<file path="src/rtl/led_seq_pkg.sv">
// Shared definitions for the LED mode sequencer: mode encoding and datapath widths.
package led_seq_pkg;

    typedef enum logic [1:0] {
        MODE_COUNT   = 2'd0,
        MODE_SCAN    = 2'd1,
        MODE_BREATHE = 2'd2,
        MODE_OFF     = 2'd3
    } mode_t;

    localparam int unsigned STEP_W = 16;
    localparam int unsigned PWM_W  = 8;

    // Mode rotation taken on each accepted key press.
    function automatic mode_t next_mode(input mode_t m);
        case (m)
            MODE_COUNT:   return MODE_SCAN;
            MODE_SCAN:    return MODE_BREATHE;
            MODE_BREATHE: return MODE_OFF;
            default:      return MODE_COUNT;
        endcase
    endfunction

endpackage

</file>
<file path="src/rtl/key_debounce.sv">
// Push-button front end: two-flop synchroniser, stability debouncer and press-edge pulse.
module key_debounce #(
    parameter int unsigned DEBOUNCE = 1024,
    parameter int unsigned INV_BTN  = 1
) (
    input  logic clk,
    input  logic rst_n,
    input  logic key_i,
    output logic key_db,
    output logic press
);

    localparam logic                INV      = (INV_BTN != 0);
    localparam int unsigned         CNT_W    = $clog2(DEBOUNCE);
    localparam logic [CNT_W-1:0]    CNT_LAST = CNT_W'(DEBOUNCE - 1);

    logic             sync_q1;
    logic             sync_q2;
    logic             key_s;
    logic [CNT_W-1:0] stab_cnt;

    // Synchronise the raw pin; reset holds the released pin level so key_s reads 0.
    always_ff @(posedge clk or negedge rst_n) begin
        if (!rst_n) begin
            sync_q1 <= INV;
            sync_q2 <= INV;
        end else begin
            sync_q1 <= key_i;
            sync_q2 <= sync_q1;
        end
    end

    assign key_s = sync_q2 ^ INV;

    // Accept a new level after DEBOUNCE consecutive disagreeing cycles; pulse press on 0->1.
    always_ff @(posedge clk or negedge rst_n) begin
        if (!rst_n) begin
            stab_cnt <= '0;
            key_db   <= 1'b0;
            press    <= 1'b0;
        end else begin
            press <= 1'b0;
            if (key_s != key_db) begin
                if (stab_cnt == CNT_LAST) begin
                    key_db   <= key_s;
                    stab_cnt <= '0;
                    press    <= key_s;
                end else begin
                    stab_cnt <= stab_cnt + 1'b1;
                end
            end else begin
                stab_cnt <= '0;
            end
        end
    end

endmodule

</file>
<file path="src/rtl/led_mode_sequencer.sv">
// LED pattern sequencer: a debounced key cycles COUNT/SCAN/BREATHE/OFF, patterns step on a prescaled tick.
module led_mode_sequencer
    import led_seq_pkg::*;
#(
    parameter int unsigned LEDS_NR  = 6,
    parameter int unsigned TICK_DIV = 65536,
    parameter int unsigned DEBOUNCE = 1024,
    parameter int unsigned INV_BTN  = 1
) (
    input  logic               clk,
    input  logic               rst_n,
    input  logic               key_i,
    output logic [LEDS_NR-1:0] led
);

    localparam int unsigned      PCNT_W    = $clog2(TICK_DIV);
    localparam logic [PCNT_W-1:0] PCNT_LAST = PCNT_W'(TICK_DIV - 1);
    localparam int unsigned      POS_W     = $clog2(LEDS_NR);
    localparam logic [POS_W-1:0] POS_LAST  = POS_W'(LEDS_NR - 1);
    localparam logic [PWM_W-1:0] DUTY_MAX  = '1;

    logic               press;
    logic [PCNT_W-1:0]  pcnt;
    logic               tick;
    mode_t              mode;
    mode_t              mode_nxt;
    logic [STEP_W-1:0]  step;
    logic [POS_W-1:0]   pos;
    logic               dir_up;
    logic [PWM_W-1:0]   duty;
    logic               ramp_up;
    logic [PWM_W-1:0]   pwm;
    logic [LEDS_NR-1:0] led_nxt;

    key_debounce #(
        .DEBOUNCE (DEBOUNCE),
        .INV_BTN  (INV_BTN)
    ) u_key (
        .clk    (clk),
        .rst_n  (rst_n),
        .key_i  (key_i),
        .key_db (),
        .press  (press)
    );

    assign tick = (pcnt == PCNT_LAST);

    // Free-running prescaler, wraps after TICK_DIV cycles regardless of mode.
    always_ff @(posedge clk or negedge rst_n) begin
        if (!rst_n) begin
            pcnt <= '0;
        end else if (tick) begin
            pcnt <= '0;
        end else begin
            pcnt <= pcnt + 1'b1;
        end
    end

    // Mode state register.
    always_ff @(posedge clk or negedge rst_n) begin
        if (!rst_n) begin
            mode <= MODE_COUNT;
        end else begin
            mode <= mode_nxt;
        end
    end

    // Next mode: advance one step per press.
    always_comb begin
        mode_nxt = mode;
        if (press) begin
            mode_nxt = next_mode(mode);
        end
    end

    // Pattern state: cleared on press (which masks a coincident tick), else stepped by tick in the active mode.
    always_ff @(posedge clk or negedge rst_n) begin
        if (!rst_n) begin
            step    <= '0;
            pos     <= '0;
            dir_up  <= 1'b1;
            duty    <= '0;
            ramp_up <= 1'b1;
            pwm     <= '0;
        end else begin
            pwm <= pwm + 1'b1;
            if (press) begin
                step    <= '0;
                pos     <= '0;
                dir_up  <= 1'b1;
                duty    <= '0;
                ramp_up <= 1'b1;
            end else if (tick) begin
                case (mode)
                    MODE_COUNT: begin
                        step <= step + 1'b1;
                    end
                    MODE_SCAN: begin
                        if (dir_up) begin
                            if (pos == POS_LAST) begin
                                dir_up <= 1'b0;
                                pos    <= pos - 1'b1;
                            end else begin
                                pos <= pos + 1'b1;
                            end
                        end else begin
                            if (pos == '0) begin
                                dir_up <= 1'b1;
                                pos    <= pos + 1'b1;
                            end else begin
                                pos <= pos - 1'b1;
                            end
                        end
                    end
                    MODE_BREATHE: begin
                        if (ramp_up) begin
                            if (duty == DUTY_MAX) begin
                                ramp_up <= 1'b0;
                                duty    <= duty - 1'b1;
                            end else begin
                                duty <= duty + 1'b1;
                            end
                        end else begin
                            if (duty == '0) begin
                                ramp_up <= 1'b1;
                                duty    <= duty + 1'b1;
                            end else begin
                                duty <= duty - 1'b1;
                            end
                        end
                    end
                    default: begin
                    end
                endcase
            end
        end
    end

    // Output decode: LED image for the current mode and pattern state.
    always_comb begin
        led_nxt = '0;
        case (mode)
            MODE_COUNT:   led_nxt = step[LEDS_NR-1:0];
            MODE_SCAN:    led_nxt[pos] = 1'b1;
            MODE_BREATHE: led_nxt = {LEDS_NR{pwm < duty}};
            default:      led_nxt = '0;
        endcase
    end

    // Registered LED drive.
    always_ff @(posedge clk or negedge rst_n) begin
        if (!rst_n) begin
            led <= '0;
        end else begin
            led <= led_nxt;
        end
    end

endmodule

</file>
<file path="config.mk">
export PLATFORM = sky130hd
export DESIGN_NAME = led_mode_sequencer
export DESIGN_NICKNAME = d
export VERILOG_FILES = /design/src/rtl/led_seq_pkg.sv /design/src/rtl/key_debounce.sv /design/src/rtl/led_mode_sequencer.sv
export SDC_FILE = /design/constraint.sdc
export NUM_CORES = 1
export LEC_CHECK = 0
export BUFFER_PORTS_ARGS = -buffer_cell sky130_fd_sc_hd__buf_4
export CORE_ASPECT_RATIO = 1.75
export CORE_MARGIN = 2
export CORE_UTILIZATION = 55
export DETAILED_ROUTE_END_ITERATION = 7
export GPL_ROUTABILITY_DRIVEN = 0
export PLACE_DENSITY = 0.72
export SLEW_MARGIN = 20
export SYNTH_ARGS = -nofsm -noshare
export SYNTH_HDL_FRONTEND = slang
export SYNTH_HIERARCHICAL = 1
export SYNTH_SLANG_ARGS = --single-unit
</file>
<file path="constraint.sdc">
create_clock -name clk -period 2.6 [get_ports clk]
set_input_delay 0.39 -clock clk [delete_from_list [all_inputs] [get_ports clk]]
set_output_delay 0.39 -clock clk [all_outputs]
set_load 0.01 [all_outputs]
</file>
* After elaboration in Yosys (flattened, before gate mapping) *
Index checks and enable logic that the tools add are counted.

cells by class
  add/sub/neg operators = 8
  order comparisons = 3
  eq/ne operators = 7
  muxes and demuxes = 36
  bitwise gates (word level) = 1
  reductions and logical operators = 12

operators with widths
  cell                   number
  $mux 16                4
  $mux 8                 6
  $add 16x1->16 const B  2
  $mux 10                2
  $mux 3                 6
  $pmux 6 s3             1
  $add 8x1->8 const B    2
  $eq 16x16->1 const B   1
  $mux 1                 15
  $add 10x1->10 const B  1
  $eq 10x10->1 const B   1
  $eq 8x8->1 const B     1
  $logic_not 8->1        1
  $lt 8x8->1             1
  $reduce_and 2->1       4
  $reduce_bool 2->1      4
  $sub 8x1->8 const B    1
  $pmux 2 s3             1
  $lt 3x4->1 const B     1
  $add 3x1->3 const B    1
  $demux 1 s3            1
  $eq 3x3->1 const B     1
  $ge 3x1->1 const B     1
  $logic_not 3->1        1
  other kinds (7)        7

word-level totals
  register bits = 75
  bits of input ports = 3
  output and inout bits = 6
  logic and storage cells = 81

* Logic depth before layout (Yosys ltp) *
  depth after elaboration = 6
  gate-level depth with buffers = 7
  mapped depth without buffers = 7

* By module *
Netlist, hierarchy kept.

by module, submodules not included
  module              times used  cells an instance  area each (µm²)  seq. area each (µm²)
  led_mode_sequencer  1           291                2,906.5          1,278.7
  key_debounce        1           60                 638.1            352.8

* Worst setup path before layout *
OpenSTA, ideal clock, no wires.

  kind = register to register
  start point = register ramp_up
  end point = register duty[4]
  data arrival time = 1.830 ns
  data required time = 2.475 ns
  path slack = 0.645 ns
  stages on the path, launching flop included = 8
  buffers on the path = 2
  period minus slack after synthesis = 1.955 ns
  cell sequence = dfstp_2 -> clkbuf_1 -> nand2b_1 -> o31ai_2 -> or2_1 -> buf_6 -> a211o_1 -> mux2_4

between the ends
  word-level cells in the longest chain between the ends = 4

RTL lines
  item                      line                       text
  start: declaration        led_mode_sequencer.sv:31   logic ramp_up;
  start signal: assignment  led_mode_sequencer.sv:83   ramp_up <= 1'b1;
  start signal: assignment  led_mode_sequencer.sv:92   ramp_up <= 1'b1;
  start signal: assignment  led_mode_sequencer.sv:118  ramp_up <= 1'b0;
  $mux 8                    led_mode_sequencer.sv:116  if (ramp_up) begin
  $mux 8                    led_mode_sequencer.sv:94   case (mode)
  $mux 8                    led_mode_sequencer.sv:93   end else if (tick) begin
  $mux 8                    led_mode_sequencer.sv:87   if (press) begin
  end signal: assignment    led_mode_sequencer.sv:119  duty <= duty - 1'b1;
  end signal: assignment    led_mode_sequencer.sv:121  duty <= duty + 1'b1;
  end signal: assignment    led_mode_sequencer.sv:126  duty <= duty + 1'b1;
  end: declaration          led_mode_sequencer.sv:30   logic [PWM_W-1:0] duty;

Every way passes these cells. The select of a mux whose other input is x is not followed.
A chain may end at the register's enable or synchronous reset.

* Worst setup path after layout *
  start point = register duty[0]
  end point = register duty[2]

between the ends
  word-level cells in the longest chain between the ends = 6
  elaborated cells on any way between the ends = 10
  those cells by class = 2 x add/sub; 1 x eq/ne; 6 x mux; 1 x reduce/logical

RTL lines
  item                                       line
  $sub 8x1->8, or another cell as far along  led_mode_sequencer.sv:119, led_mode_sequencer.sv:128
  $mux 8 (on tied branches)                  led_mode_sequencer.sv:124, led_mode_sequencer.sv:117
  $mux 8 *                                   led_mode_sequencer.sv:116
  $mux 8 *                                   led_mode_sequencer.sv:94
  $mux 8 *                                   led_mode_sequencer.sv:93
  $mux 8 *                                   led_mode_sequencer.sv:87

Mark *: on every way between the ends. The rest lies on a longest branch, timed or not. The select of a mux whose other input is x is not followed.

==> summary.md <==
| Metric | Value |
|---|---|
| Status | `finished clean` |
| Max-Cap Viols | `0` |
| DRC Markers | `0` |
| Synth Area in Adders | `0.0777` |
| RSZ-0062 raised after global routing | `no` |
| Die span in x | `64.7 um` |
| First-pass GRT wire length | `11800 um` |
| Crit-path max FO | `6` |
| Fin cells | `roughly 450` |
| Actual slew at the worst max-slew pin | `842 ps` |
| # diodes | `0` |
| Max Fclk | `roughly 480 MHz` |
| Logic pwr share | `0.017` |
| FF-to-FF Start | `duty[0]` |
| Worst skew pair latency | `~350 ps` |
| Fraction of synthesized cell area in xor and xnor cells | `0.0791` |
| Synthesis-to-layout area growth | `8.82%` |
| FF+latch area | `about 1600 sq um` |
| Post-CTS setup buffers | `0` |
| Syn avg cell area | `10.1 sq um` |
| DP HPWL | `4900 um` |
| Hold Buf Count CTS | `0` |
| Initial detailed-routing violation count | `187` |
| VDD IR max | `0.330 mV` |
| Worst EP required | `2820 ps` |
| Total negative slack | `0 ps` |
| Fin. Hold Viols | `0` |
| Synth cell types | `54` |
| Slew HR | `0.439` |
| Cts bufs inserted | `9` |
| Proportion of synthesized area in mux cells | `0.0275` |
| Clock Skew | `~13 ps` |
| Row count | `38` |
| Compound-cell area share of the yosys netlist | `0.116` |
| Worst Reg2Reg Path Length in Cells | `6` |
| Synth Net Count | `376` |
| Power Density | `502 nW/um^2` |
| Final Max Slew Viols | `0` |
| Net switching power | `0.421 mW` |
| Multi-input logic area | `1790 sq um` |
| Initial antenna violation count | `0` |
| Total wire length | `6700 um` |
| GRT overflow | `0` |
| Net Sw Frac | `0.217` |
| EDFF count, synth | `0` |
| Min Clock Period, post-route | `2100 ps` |
| Total core area | `around 6200 sq um` |
| CTS sink cnt | `65` |
| DIE AREA | `roughly 7100 sq um` |
| Final period utilization | `0.808` |
| Most frequent cell after synthesis | `dfrtp_1` |
| CP startpoint kind | `flip-flop` |
| Vias in the first global route | `2609` |
| H-tree Lvls | `3` |
| Setup-failing EPs final | `0` |
| Clk pwr share | `0.454` |
| Busiest grt layer | `met2` |
| DR WL/cell | `15.1 um` |
| Drt pass-1 iters | `4` |
| Total number of vias | `about 2600` |
| Post-synth top cells | `61 x dfrtp_1, 37 x nor2_1, 22 x ha_1, 21 x xnor2_1` |
| Filler instances | `520` |
| Pre-CTS setup slack | `510 ps` |
| PortBufs | `8` |
| Global Route Usage Sum | `0.216` |
| Top cells by area, synth | `dfrtp_1 43%, ha_1 7.8%, xnor2_1 5.2%, nor2_1 3.9%, dfstp_2 3.0%` |
| Simple-Gate Fraction of Synth Area | `0.205` |
| Nets | `386` |
| Register area share after synthesis | `0.460` |
| Cell Area, Synth | `between 3000 and 4000 sq um` |
| Cell taking the most area after synthesis | `dfrtp_1` |
| Leakage | `1.70 nW` |
| Dpl cells | `430` |
| #FFs+latches synth | `65` |
| Met2 GRT Util | `0.391` |
| Clock root buffer | `clkbuf_8` |
| Int Power | `1.52 mW` |
| Post-CTS sizing | `0` |
| HP Class | `primary input to asynchronous set/reset pin` |
| Sequential share of power | `0.529` |
| Deepest clock path buffer count | `2` |
| Final ANT Viol Nets | `0` |
| Reg-to-reg endpoint | `duty[2]` |
| Largest net degree at the start of global routing | `66` |
| Synth Flop Type | `dfrtp_1` |
| I/O pins | `9` |
| Worst setup margin | `approximately 500 ps` |
| Synth Warn # | `6` |
| Met3 usage | `0.0487` |
| Die Span Y | `110 um` |
| Setup slack, reg-to-reg | `500 ps` |
| Worst EP arrival | `approximately 2300 ps` |
| Via/cell ratio | `5.92` |
| Met1 usage | `0.240` |
| Clk slew on worst S/H paths | `70 ps` |
| Worst Setup End Kind | `flip-flop` |
| CTS tree | `built` |
| Critical path class | `flip-flop to flip-flop` |
| Layout cells sized above 1 | `0.101` |
| Starting Density | `0.569` |
| Cell count after synthesis | `~350` |
| Synth top area share | `0.431` |
| Ys async rst share | `1.00` |
| Largest family of logic cells by synthesized area | `simple AND/OR/NAND/NOR gates` |
worst max path at each step:
stage               slack [ps]  cells after the start      end     from
finish                     500                      6  duty[2]  duty[0]
global route               380                      6  duty[2]  duty[0]
global placement           530                      6  duty[2]  duty[0]
floorplan                  640                      7  duty[4]  ramp_up
CTS                        500                      6  duty[2]  duty[0]
detailed placement         510                      6  duty[2]  duty[0]
logic make-up after synthesis:
family                     after synthesis
xor gates and xnor gates                32
and+or+nand+nor                        135
DFF                                     65
muxes                                    9
buffers and inverters                   27
AOI/OAI and AO/OA                       61
adders and majority gates               22
power by group through the flow:
stage | combinational [mW] | sequential (mW) | clock [mW]
2_1_floorplan | 0.00990 | 1.04 | 0
3_3_place_gp | 0.0343 | 1.04 | 0
3_5_place_dp | 0.0349 | 1.04 | 0
4_1_cts | 0.0348 | 1.02 | 0.901
5_1_grt | 0.0394 | 1.03 | 0.941
6_report | 0.0322 | 1.02 | 0.880
flip-flops by register name, summed over array words and instances, names as in the netlist:
signal and cells:
u_key/key_db 1, led 6, u_key/stab_cnt 10, dir_up 1
u_key/sync_q2 1, duty 8, pos 3, pwm 8
step 6, u_key/press 1, ramp_up 1, mode 2
u_key/sync_q1 1, pcnt 16
layout make-up:
| cell class | instances | share of cell area |
|---|---|---|
| Multi-Input combinational cell | 259 | 0.464 |
| Sequential cell | 65 | 0.423 |
| Clock buffer | 11 | 0.0392 |
| Tap cell | 80 | 0.0259 |
| Timing Repair Buffer | 9 | 0.0175 |
| Inverter | 17 | 0.0165 |
| Clock inverter | 4 | 0.0133 |
layout by cell type (no fill, tap or decap), types with 3 or more instances in the layout:
| cell type | n |
|---|---|
| nand4_1 | 9 |
| nor2_1 | 37 |
| dfrtp_1 | 61 |
| a211o_1 | 4 |
| a211oi_1 | 5 |
| nor3_1 | 7 |
| nand3_1 | 20 |
| dfstp_2 | 4 |
| buf_4 | 9 |
| o21ai_0 | 12 |
| a21oi_1 | 10 |
| ha_1 | 22 |
| inv_1 | 17 |
| and4_1 | 5 |
| or4_1 | 5 |
| and3_1 | 9 |
| nand2b_1 | 5 |
| o31ai_1 | 7 |
| o21ai_1 | 3 |
| nand2_1 | 20 |
| mux2i_1 | 6 |
| or3_1 | 5 |
| xor2_1 | 11 |
| xnor2_1 | 21 |
| o211ai_1 | 3 |
| clkbuf_8 | 11 |
per-stage QoR:
stage	area [sq um]	total power, mW	hold WS (ps)	utilization
2_1_floorplan	3540	1.05	94.4	-
3_3_place_gp	3650	1.08	347	0.587
3_5_place_dp	3650	1.08	349	0.587
4_1_cts	3860	1.96	133	0.619
5_1_grt	3860	2.01	133	0.619
6_report	3860	1.94	114	0.619
worst max-delay path, stage by stage (launching register included):
cell and delay [ps]:
dfrtp_1 440, ha_1 260, nand2_1 100, o31ai_2 340, or2_1 280, mux2i_1 230, mux2_1 340
metal layers:
layer  vias to the layer above  share of wire
li1                       1278              -
met1                      1303           0.41
met2                        44           0.54
met3                         8          0.033
met4                         0          0.014
met5                         -              0
Note: power is estimated with default switching activity, not from simulation.
